**src/rtl/i2c_pkg.sv**
```systemverilog
// i2c_pkg: command encoding, FSM states and per-phase drive table for the
// bit-level I2C master.
package i2c_pkg;

    localparam logic [1:0] I2C_CMD_START = 2'b00;
    localparam logic [1:0] I2C_CMD_STOP  = 2'b01;
    localparam logic [1:0] I2C_CMD_WRITE = 2'b10;
    localparam logic [1:0] I2C_CMD_READ  = 2'b11;

    localparam int I2C_PHASES = 4;

    typedef enum logic {
        ST_IDLE = 1'b0,
        ST_RUN  = 1'b1
    } i2c_state_e;

    // Open-drain enables {scl_oe, sda_oe} for a command in a given phase.
    // 1 pulls the line low, 0 releases it.
    function automatic logic [1:0] i2c_drive(input logic [1:0] cmd,
                                             input logic       din,
                                             input logic [1:0] phase);
        logic scl_oe;
        logic sda_oe;
        scl_oe = 1'b0;
        sda_oe = 1'b0;
        case (cmd)
            I2C_CMD_START: begin
                scl_oe = (phase == 2'd3);
                sda_oe = phase[1];
            end
            I2C_CMD_STOP: begin
                scl_oe = (phase == 2'd0);
                sda_oe = (phase != 2'd3);
            end
            I2C_CMD_WRITE: begin
                scl_oe = (phase == 2'd0) || (phase == 2'd3);
                sda_oe = ~din;
            end
            default: begin
                scl_oe = (phase == 2'd0) || (phase == 2'd3);
                sda_oe = 1'b0;
            end
        endcase
        return {scl_oe, sda_oe};
    endfunction

endpackage

```
**src/rtl/i2c_qtr_timer.sv**
```systemverilog
// i2c_qtr_timer: quarter-bit down-counter. Loads QUARTER-1, counts to zero
// and flags tick there; hold freezes the count and masks tick (clock stretch).
module i2c_qtr_timer #(
    parameter logic [15:0] QUARTER = 16'd250
) (
    input  logic clk,
    input  logic n_rst,
    input  logic load,
    input  logic hold,
    output logic tick
);

    logic [15:0] cnt_q;

    // Down-counter: load has priority, then hold, then decrement to zero.
    always_ff @(posedge clk or negedge n_rst) begin
        if (!n_rst)
            cnt_q <= 16'd0;
        else if (load)
            cnt_q <= QUARTER - 16'd1;
        else if (!hold && cnt_q != 16'd0)
            cnt_q <= cnt_q - 16'd1;
    end

    assign tick = (cnt_q == 16'd0) && !hold;

endmodule

```
**src/rtl/i2c_bit_master.sv**
```systemverilog
// i2c_bit_master: bit-level I2C master engine. One START/STOP/WRITE/READ
// primitive per handshake, four quarter-bit phases each, open-drain drive.
// Optional feature macro: I2C_CLK_STRETCH_EN (slave clock stretching on the
// phase where SCL is released after being held low).
module i2c_bit_master
    import i2c_pkg::*;
#(
    parameter logic [15:0] QUARTER = 16'd250
) (
    input  logic       clk,
    input  logic       n_rst,
    input  logic       cmd_valid,
    output logic       cmd_ready,
    input  logic [1:0] cmd,
    input  logic       din,
    output logic       done,
    output logic       dout,
    output logic       arb_lost,
    input  logic       scl_in,
    input  logic       sda_in,
    output logic       scl_oe,
    output logic       sda_oe
);

    i2c_state_e state_q, state_d;
    logic [1:0] phase_q;
    logic [1:0] cmd_q;
    logic       din_q;
    logic       samp_q;
    logic       dout_q;
    logic       tick;
    logic       tick_run;
    logic       hold;
    logic       accept;

    assign tick_run = (state_q == ST_RUN) && tick;
    assign accept   = cmd_valid && cmd_ready;

    i2c_qtr_timer #(.QUARTER(QUARTER)) u_timer (
        .clk   (clk),
        .n_rst (n_rst),
        .load  (accept || (tick_run && phase_q != 2'd3)),
        .hold  (hold),
        .tick  (tick)
    );

`ifdef I2C_CLK_STRETCH_EN
    logic arm_q;

    // Arm the stretch check on entry to P1 (SCL just released) for every
    // command except START; disarm once the bus shows SCL high.
    always_ff @(posedge clk or negedge n_rst) begin
        if (!n_rst)
            arm_q <= 1'b0;
        else if (accept)
            arm_q <= 1'b0;
        else if (tick_run && phase_q == 2'd0)
            arm_q <= (cmd_q != I2C_CMD_START);
        else if (scl_in)
            arm_q <= 1'b0;
    end

    assign hold = (state_q == ST_RUN) && arm_q && !scl_in;
`else
    logic unused_scl_in;
    assign unused_scl_in = scl_in;
    assign hold          = 1'b0;
`endif

    // FSM state register.
    always_ff @(posedge clk or negedge n_rst) begin
        if (!n_rst)
            state_q <= ST_IDLE;
        else
            state_q <= state_d;
    end

    // Next state plus done/arb_lost/cmd_ready; a finishing command frees the
    // engine in its done cycle so the next one can start with no gap.
    always_comb begin
        state_d   = state_q;
        done      = 1'b0;
        arb_lost  = 1'b0;
        cmd_ready = 1'b0;
        case (state_q)
            ST_IDLE: begin
                cmd_ready = 1'b1;
                if (cmd_valid)
                    state_d = ST_RUN;
            end
            ST_RUN: begin
                if (tick && phase_q == 2'd2 && cmd_q == I2C_CMD_WRITE &&
                    din_q && !sda_in) begin
                    done     = 1'b1;
                    arb_lost = 1'b1;
                end
                if (tick && phase_q == 2'd3)
                    done = 1'b1;
                if (done) begin
                    cmd_ready = 1'b1;
                    state_d   = cmd_valid ? ST_RUN : ST_IDLE;
                end
            end
            default: state_d = ST_IDLE;
        endcase
    end

    // Command capture, phase sequencing and registered open-drain drive.
    // Outputs only change on accept, phase advance or arbitration loss, so
    // IDLE keeps the last command's final levels.
    always_ff @(posedge clk or negedge n_rst) begin
        if (!n_rst) begin
            phase_q <= 2'd0;
            cmd_q   <= I2C_CMD_START;
            din_q   <= 1'b0;
            scl_oe  <= 1'b0;
            sda_oe  <= 1'b0;
        end else if (accept) begin
            phase_q          <= 2'd0;
            cmd_q            <= cmd;
            din_q            <= din;
            {scl_oe, sda_oe} <= i2c_drive(cmd, din, 2'd0);
        end else if (arb_lost) begin
            scl_oe <= 1'b0;
            sda_oe <= 1'b0;
        end else if (tick_run && phase_q != 2'd3) begin
            phase_q          <= phase_q + 2'd1;
            {scl_oe, sda_oe} <= i2c_drive(cmd_q, din_q, phase_q + 2'd1);
        end
    end

    // SDA sample at the end of P2 (SCL high); READ publishes it on done.
    always_ff @(posedge clk or negedge n_rst) begin
        if (!n_rst) begin
            samp_q <= 1'b0;
            dout_q <= 1'b0;
        end else begin
            if (tick_run && phase_q == 2'd2)
                samp_q <= sda_in;
            if (done && cmd_q == I2C_CMD_READ)
                dout_q <= samp_q;
        end
    end

    assign dout = (done && cmd_q == I2C_CMD_READ) ? samp_q : dout_q;

endmodule
```
**config.mk**
```make
export PLATFORM = sky130hd
export DESIGN_NAME = i2c_bit_master
export DESIGN_NICKNAME = d
export VERILOG_FILES = /design/src/rtl/i2c_pkg.sv /design/src/rtl/i2c_qtr_timer.sv /design/src/rtl/i2c_bit_master.sv
export SDC_FILE = /design/constraint.sdc
export NUM_CORES = 1
export LEC_CHECK = 0
export CAP_MARGIN = 20
export CORE_ASPECT_RATIO = 0.9
export CORE_MARGIN = 2
export CORE_UTILIZATION = 60
export DETAILED_ROUTE_END_ITERATION = 8
export PLACE_DENSITY = 0.83
export SYNTH_ARGS = -nofsm -noshare
export SYNTH_HDL_FRONTEND = slang
export SYNTH_SLANG_ARGS = --single-unit
```
**constraint.sdc**
```tcl
create_clock -name clk -period 7.15 [get_ports clk]
set_clock_uncertainty 0.2 [all_clocks]
set_input_delay 1.43 -clock clk [delete_from_list [all_inputs] [get_ports clk]]
set_output_delay 1.43 -clock clk [all_outputs]
set_load 0.05 [all_outputs]
```
## Yosys cells after proc, flatten, opt, wreduce, memory -nomap -nowiden

Cells that the tools add are included.

| cells by class | value |
|---|---|
| $add $sub $neg | 2 |
| $mul | 0 |
| div/mod/pow operators | 0 |
| $lt $le $gt $ge | 0 |
| equal/unequal tests | 11 |
| shift operators | 0 |
| mux-type cells | 26 |
| bitwise operators | 3 |
| reduce and logical (&&, ||, !) cells | 22 |

Operator list:

| operator | number |
|---|---|
| 16-bit two-way mux | 2 |
| 16-bit logical NOT | 1 |
| 1-bit two-way mux | 16 |
| 16-bit nonzero test | 1 |
| 16-bit by 1-bit subtractor with 16-bit output (second input constant) | 1 |
| 2-bit == test (second input constant) | 6 |
| 1-bit logical AND | 10 |
| 1-bit one-hot mux with 2 select lines | 4 |
| 2-bit logical NOT | 3 |
| 2-bit two-way mux | 3 |
| 2-bit by 1-bit == test with 1-bit output (second input constant) | 2 |
| 2-bit != test (second input constant) | 2 |
| 2-bit nonzero test | 2 |
| 1-bit NOT | 3 |
| 1-bit one-hot mux with 3 select lines | 1 |
| 3-bit nonzero test | 1 |
| 2-bit by 1-bit adder with 2-bit output (second input constant) | 1 |
| 1-bit logical OR | 2 |
| 2-bit by 1-bit != test with 1-bit output (second input constant) | 1 |
| 2-bit AND reduction | 1 |
| 1-bit logical NOT | 1 |

| storage, ports and cells | value |
|---|---|
| bits in registers | 26 |
| bits in latches | 0 |
| RAM bits | 0 |
| memory bits (read-only) | 0 |
| input bits | 8 |
| output and inout port bits | 6 |
| memories kept | 0 |

## Logic depth before layout (Yosys ltp)

| logic depth | value |
|---|---|
| depth after elaboration | 13 |
| mapped depth | 7 |
| gate-level depth less buffers | 6 |

## Cells and area by module

Synthesis repeated with hierarchy kept, for this count alone.

| second synthesis, totals | value |
|---|---|
| cell total of the unflattened synthesis | 166 |
| area total of the unflattened synthesis | 1614.0 µm² |

Modules (own cells, without submodules):

| module | instances | cells each | area an instance (µm²) |
|---|---|---|---|
| i2c_qtr_timer | 1 | 102 | 958.4 |
| i2c_bit_master | 1 | 64 | 655.6 |

## Least setup slack after synthesis

No wires, ideal clock.

| timing path | value |
|---|---|
| kind | input -> output |
| from | input sda_in |
| to | output cmd_ready |
| data arrival time | 2.844 ns |
| required time | 5.520 ns |
| setup slack | 2.676 ns |
| stages on the path | 3 |
| path buffers | 0 |
| cells stage by stage | nor2b_1 -> a21oi_1 -> o21ai_0 |

| between the ends | value |
|---|---|
| word-level cells in the longest chain between the ends | 7 |

Ends and longest elaborated chain:

| item | RTL line | text |
|---|---|---|
| start: declaration | i2c_bit_master.sv:20 | `input logic sda_in,` |
| 1-bit logical NOT | i2c_bit_master.sv:93 | `din_q && !sda_in) begin` |
| 1-bit logical AND | i2c_bit_master.sv:93 |  |
| 1-bit two-way mux | i2c_bit_master.sv:92 | `if (tick && phase_q == 2'd2 && cmd_q == I2C_CMD_WRITE &&` |
| 1-bit two-way mux | i2c_bit_master.sv:97 | `if (tick && phase_q == 2'd3)` |
| 1-bit two-way mux | i2c_bit_master.sv:85 | `case (state_q)` |
| 1-bit two-way mux | i2c_bit_master.sv:99 | `if (done) begin` |
| 1-bit one-hot mux with 2 select lines | i2c_bit_master.sv:85 |  |
| end: declaration | i2c_bit_master.sv:13 | `output logic cmd_ready,` |

Every way passes these cells. The select of a mux whose other input is x is not followed.

## Worst setup path in the final report

| timing path | value |
|---|---|
| from | register u_timer.cnt_q[4] |
| to | output dout |

| between the ends | value |
|---|---|
| word-level cells in the longest chain between the ends | 11 |

Ends and longest elaborated chain:

| item | RTL line | text |
|---|---|---|
| start: declaration | i2c_qtr_timer.sv:13 | `logic [15:0] cnt_q;` |
| start signal: assignment | i2c_qtr_timer.sv:20 | `cnt_q <= QUARTER - 16'd1;` |
| start signal: assignment | i2c_qtr_timer.sv:22 | `cnt_q <= cnt_q - 16'd1;` |
| 16-bit logical NOT * | i2c_qtr_timer.sv:25 | `assign tick = (cnt_q == 16'd0) && !hold;` |
| 1-bit logical AND (3 in a row) | i2c_bit_master.sv:92 |  |
| 1-bit logical AND | i2c_bit_master.sv:93 |  |
| 1-bit two-way mux | i2c_bit_master.sv:92 |  |
| 1-bit two-way mux * | i2c_bit_master.sv:97 |  |
| 1-bit two-way mux * (2 in a row) | i2c_bit_master.sv:85 |  |
| 1-bit logical AND * | i2c_bit_master.sv:145 | `assign dout = (done && cmd_q == I2C_CMD_READ) ? samp_q : dout_q;` |
| 1-bit two-way mux * | i2c_bit_master.sv:145 |  |
| end: declaration | i2c_bit_master.sv:17 | `output logic dout,` |

Mark *: on every way between the ends. The rest lies on a longest branch, timed or not. The select of a mux whose other input is x is not followed.

==> results.sh <==
export IMPL_cts_tree="yes"
export IMPL_power_total_uw=436.2
export IMPL_endpoint_kind="output pin"
export IMPL_ctsLongestPathBuffers=2
export IMPL_switching_share=0.3756
export IMPL_place_gp_congestion=0.8259
export IMPL_wl_mm=3.368
export IMPL_p_leak_uw=0.0007037
export IMPL_grt_max_degree=27
export IMPL_yosys_warnings=0
export IMPL_crit_slowest_cell="nor4_1"
export IMPL_hpwl_mm=2.538
export IMPL_p_int_uw=272.3
export IMPL_required_ns=5.52
export IMPL_via_count=1348
export IMPL_layout_drive_gt1_share=0.1047
export IMPL_n_fill_cell=197
export IMPL_crit_chain="nor4_1 > nand4_1 > nor3_1 > mux2_2 > clkdlybuf4s50_1"
export IMPL_period_needed_ns=5.045
export IMPL_path_max_fanout=8
export IMPL_synthDominantCellAreaShare=0.4094
export IMPL_cts_root_buffer="clkbuf_4"
export IMPL_p_clk_frac=0.173
export IMPL_postCtsSetupRepairBufs=0
export IMPL_crit_family="simple AND/OR/NAND/NOR gates"
export IMPL_drt_iter0_drc=95
export IMPL_cts_sinks=26
export IMPL_port_buffers=12
export IMPL_clk_latency_ns=0.32
export IMPL_hold_viol=0
export IMPL_ys_async_sr_fraction=1.000
export IMPL_dieArea_um2=3077
export IMPL_pin_count=14
export IMPL_final_common_cell="dfrtp_1"
export IMPL_core_um2=2489
export IMPL_antenna_found_initial=0
export IMPL_fp_row_count=17
export IMPL_status="completed"
export IMPL_wire_per_inst_um=16.84
export IMPL_die_w_um=58.25
export IMPL_power_share_sequential=0.501
export IMPL_synth_edf_count=0
export IMPL_drc=0
export IMPL_crit_arrival_ns=3.41
export IMPL_fmax_mhz=198.2
export IMPL_synth_avg_cell_area_um2=9.931
export IMPL_tightest_slew_ns=0.8557
export IMPL_peakVddDrop_mv=0.1611
export IMPL_crit_path_start_kind="flop"
export IMPL_slew_headroom=0.4274
export IMPL_yosysTopAreaCell="dfrtp_1"
export IMPL_pwr_share_comb=0.326
export IMPL_nets=189
export IMPL_synth_flop_cell="dfrtp_1"
export IMPL_syn_nets=176
export IMPL_final_core_util=0.7094
export IMPL_criticalPathCategory="flop to output pin"
export IMPL_rsz0062_at_grt="no"
export IMPL_ys_seq_elements=26
export IMPL_initial_core_util=0.6385
export IMPL_final_cell_mix="dfrtp_1 (26), a21oi_1 (12), o21ai_0 (12), clkdlybuf4s50_1 (12), or4_1 (10)"
export IMPL_numCtsBuffers=3
export IMPL_synth_area_um2=1589
export IMPL_path_clk_slew_ns=0.15
export IMPL_ys_seq_area_frac=0.4094
export IMPL_min_period_over_period=0.7056
export IMPL_syn2layout_area_growth_pct=11.10
export IMPL_cts_resized_gates=0
export IMPL_gr_usage_all_layers=0.2528
export IMPL_holdBufCountCts=0
export IMPL_yosysUniqueCellTypes=43
export IMPL_htree_num_levels=1
export IMPL_viasPerCell=6.740
export IMPL_synthTopCellsByArea="dfrtp_1 (41%), ha_1 (6.3%), or4_1 (4.7%)"
export IMPL_ant_nets=0
export IMPL_dpl_cell_area_um2=1729
export IMPL_crit_buf_inv=1
export IMPL_min_path_type="flop to flop"
export IMPL_post_route_cell_area_um2=1765
export IMPL_grt_pass1_vias=1306
export IMPL_setup_viol=0
export IMPL_drv_cap=0
export IMPL_power_density_nw_per_um2=247.0
export IMPL_cpPeakStageDelay_ns=0.72
export IMPL_power_switching_uw=163.8
export IMPL_diodes=0
export IMPL_slew_violations=0
export IMPL_firstDrtPassIters=4
export IMPL_die_h_um=52.82
export IMPL_overflow=0
export IMPL_grt_first_pass_wirelength_mm=5.878
export IMPL_fin_tns_setup_ns=0
export IMPL_syn_inst=160
[synthesized netlist by cell type, types with 2 or more instances]
cell type	n
nor2b_1	4
a21oi_1	12
a211o_1	2
nor3_1	2
nor2_1	6
nand4_1	3
or3_1	9
o31ai_1	5
or4_1	10
mux2_2	4
or2_2	2
inv_1	6
ha_1	8
buf_2	3
or3b_2	2
nand2_1	4
mux2_1	2
clkbuf_1	2
o41ai_1	2
dfrtp_1	26
nor4_1	4
nand2b_1	5
o21ai_0	12
nand3_1	5
o211ai_1	2
[cells by family (layout without fill, tap and decap cells)]
kind of cell	count (synthesis)	after routing	share of synthesized area
AO/OA/AOI/OAI	43	43	0.1819
flip-flops	26	26	0.4094
buffers and inverters	11	23	0.02834
adder cells (fa/ha/maj)	8	8	0.06299
XOR/XNOR	2	2	0.01103
AND/OR/NAND/NOR	63	63	0.2575
multiplexers	7	7	0.04882
[power groups by stage]
stage               logic, uW  registers (uW)  clock network, uW
finish                    142             219               75.6
global route              162             224               82.4
CTS                       142             218               78.0
detailed placement        142             221                  0
global placement          135             217                  0
floorplan                 105             216                  0
[sequential cells by signal, indices dropped and copies added, names as in the netlist]
register / cells
cmd_q: 2
state_q: 1
u_timer.cnt_q: 16
dout_q: 1
samp_q: 1
phase_q: 2
din_q: 1
scl_oe: 1
sda_oe: 1
[layout make-up]
class	instances	area (um2)	share of cell area
well taps	28	35.03	0.01984
inverters	6	22.52	0.01276
repair buffers	13	127.6	0.07229
multi-input cells	123	893.4	0.5060
flip-flops and latches	26	650.6	0.3685
clock buffers	4	36.28	0.02055
[metrics by stage]
| stage | setup slack [ns] | hold slack (ns) | std cells |
|---|---|---|---|
| final | 2.105 | 0.3351 | 200 |
| after global routing | 1.874 | 0.3520 | 200 |
| after CTS | 2.166 | 0.3320 | 200 |
| after detailed placement | 2.220 | 0.3011 | 196 |
| after global placement | 2.283 | 0.2832 | 196 |
| after floorplan | 2.676 | 0.2732 | 160 |
[worst paths after layout]
path / from / to / slack, ns / depth (start not counted)
worst max-delay path: u_timer.cnt_q[4]$_DFFE_PN0P_ / dout / 2.11 / 5
worst min-delay path: samp_q$_DFFE_PN0P_ / samp_q$_DFFE_PN0P_ / 0.34 / 1
worst max register to register: u_timer.cnt_q[11]$_DFFE_PN0P_ / din_q$_DFFE_PN0N_ / 4.34 / 4
worst min register to register: samp_q$_DFFE_PN0P_ / samp_q$_DFFE_PN0P_ / 0.34 / 1
max in group asynchronous: n_rst / u_timer.cnt_q[15]$_DFFE_PN0P_ / 5.25 / 2
min in group asynchronous: n_rst / scl_oe$_DFFE_PN0P_ / 1.25 / 2
[layer usage]
metal  vias to the layer above  track usage  part of all wire
met5                         -            0                 0
met4                         0       0.1085            0.0062
met3                         4      0.02716             0.044
met2                        39       0.4091              0.49
met1                       659       0.3443              0.45
li1                        646            -                 -
No activity file was read; power rests on OpenSTA's default activity.
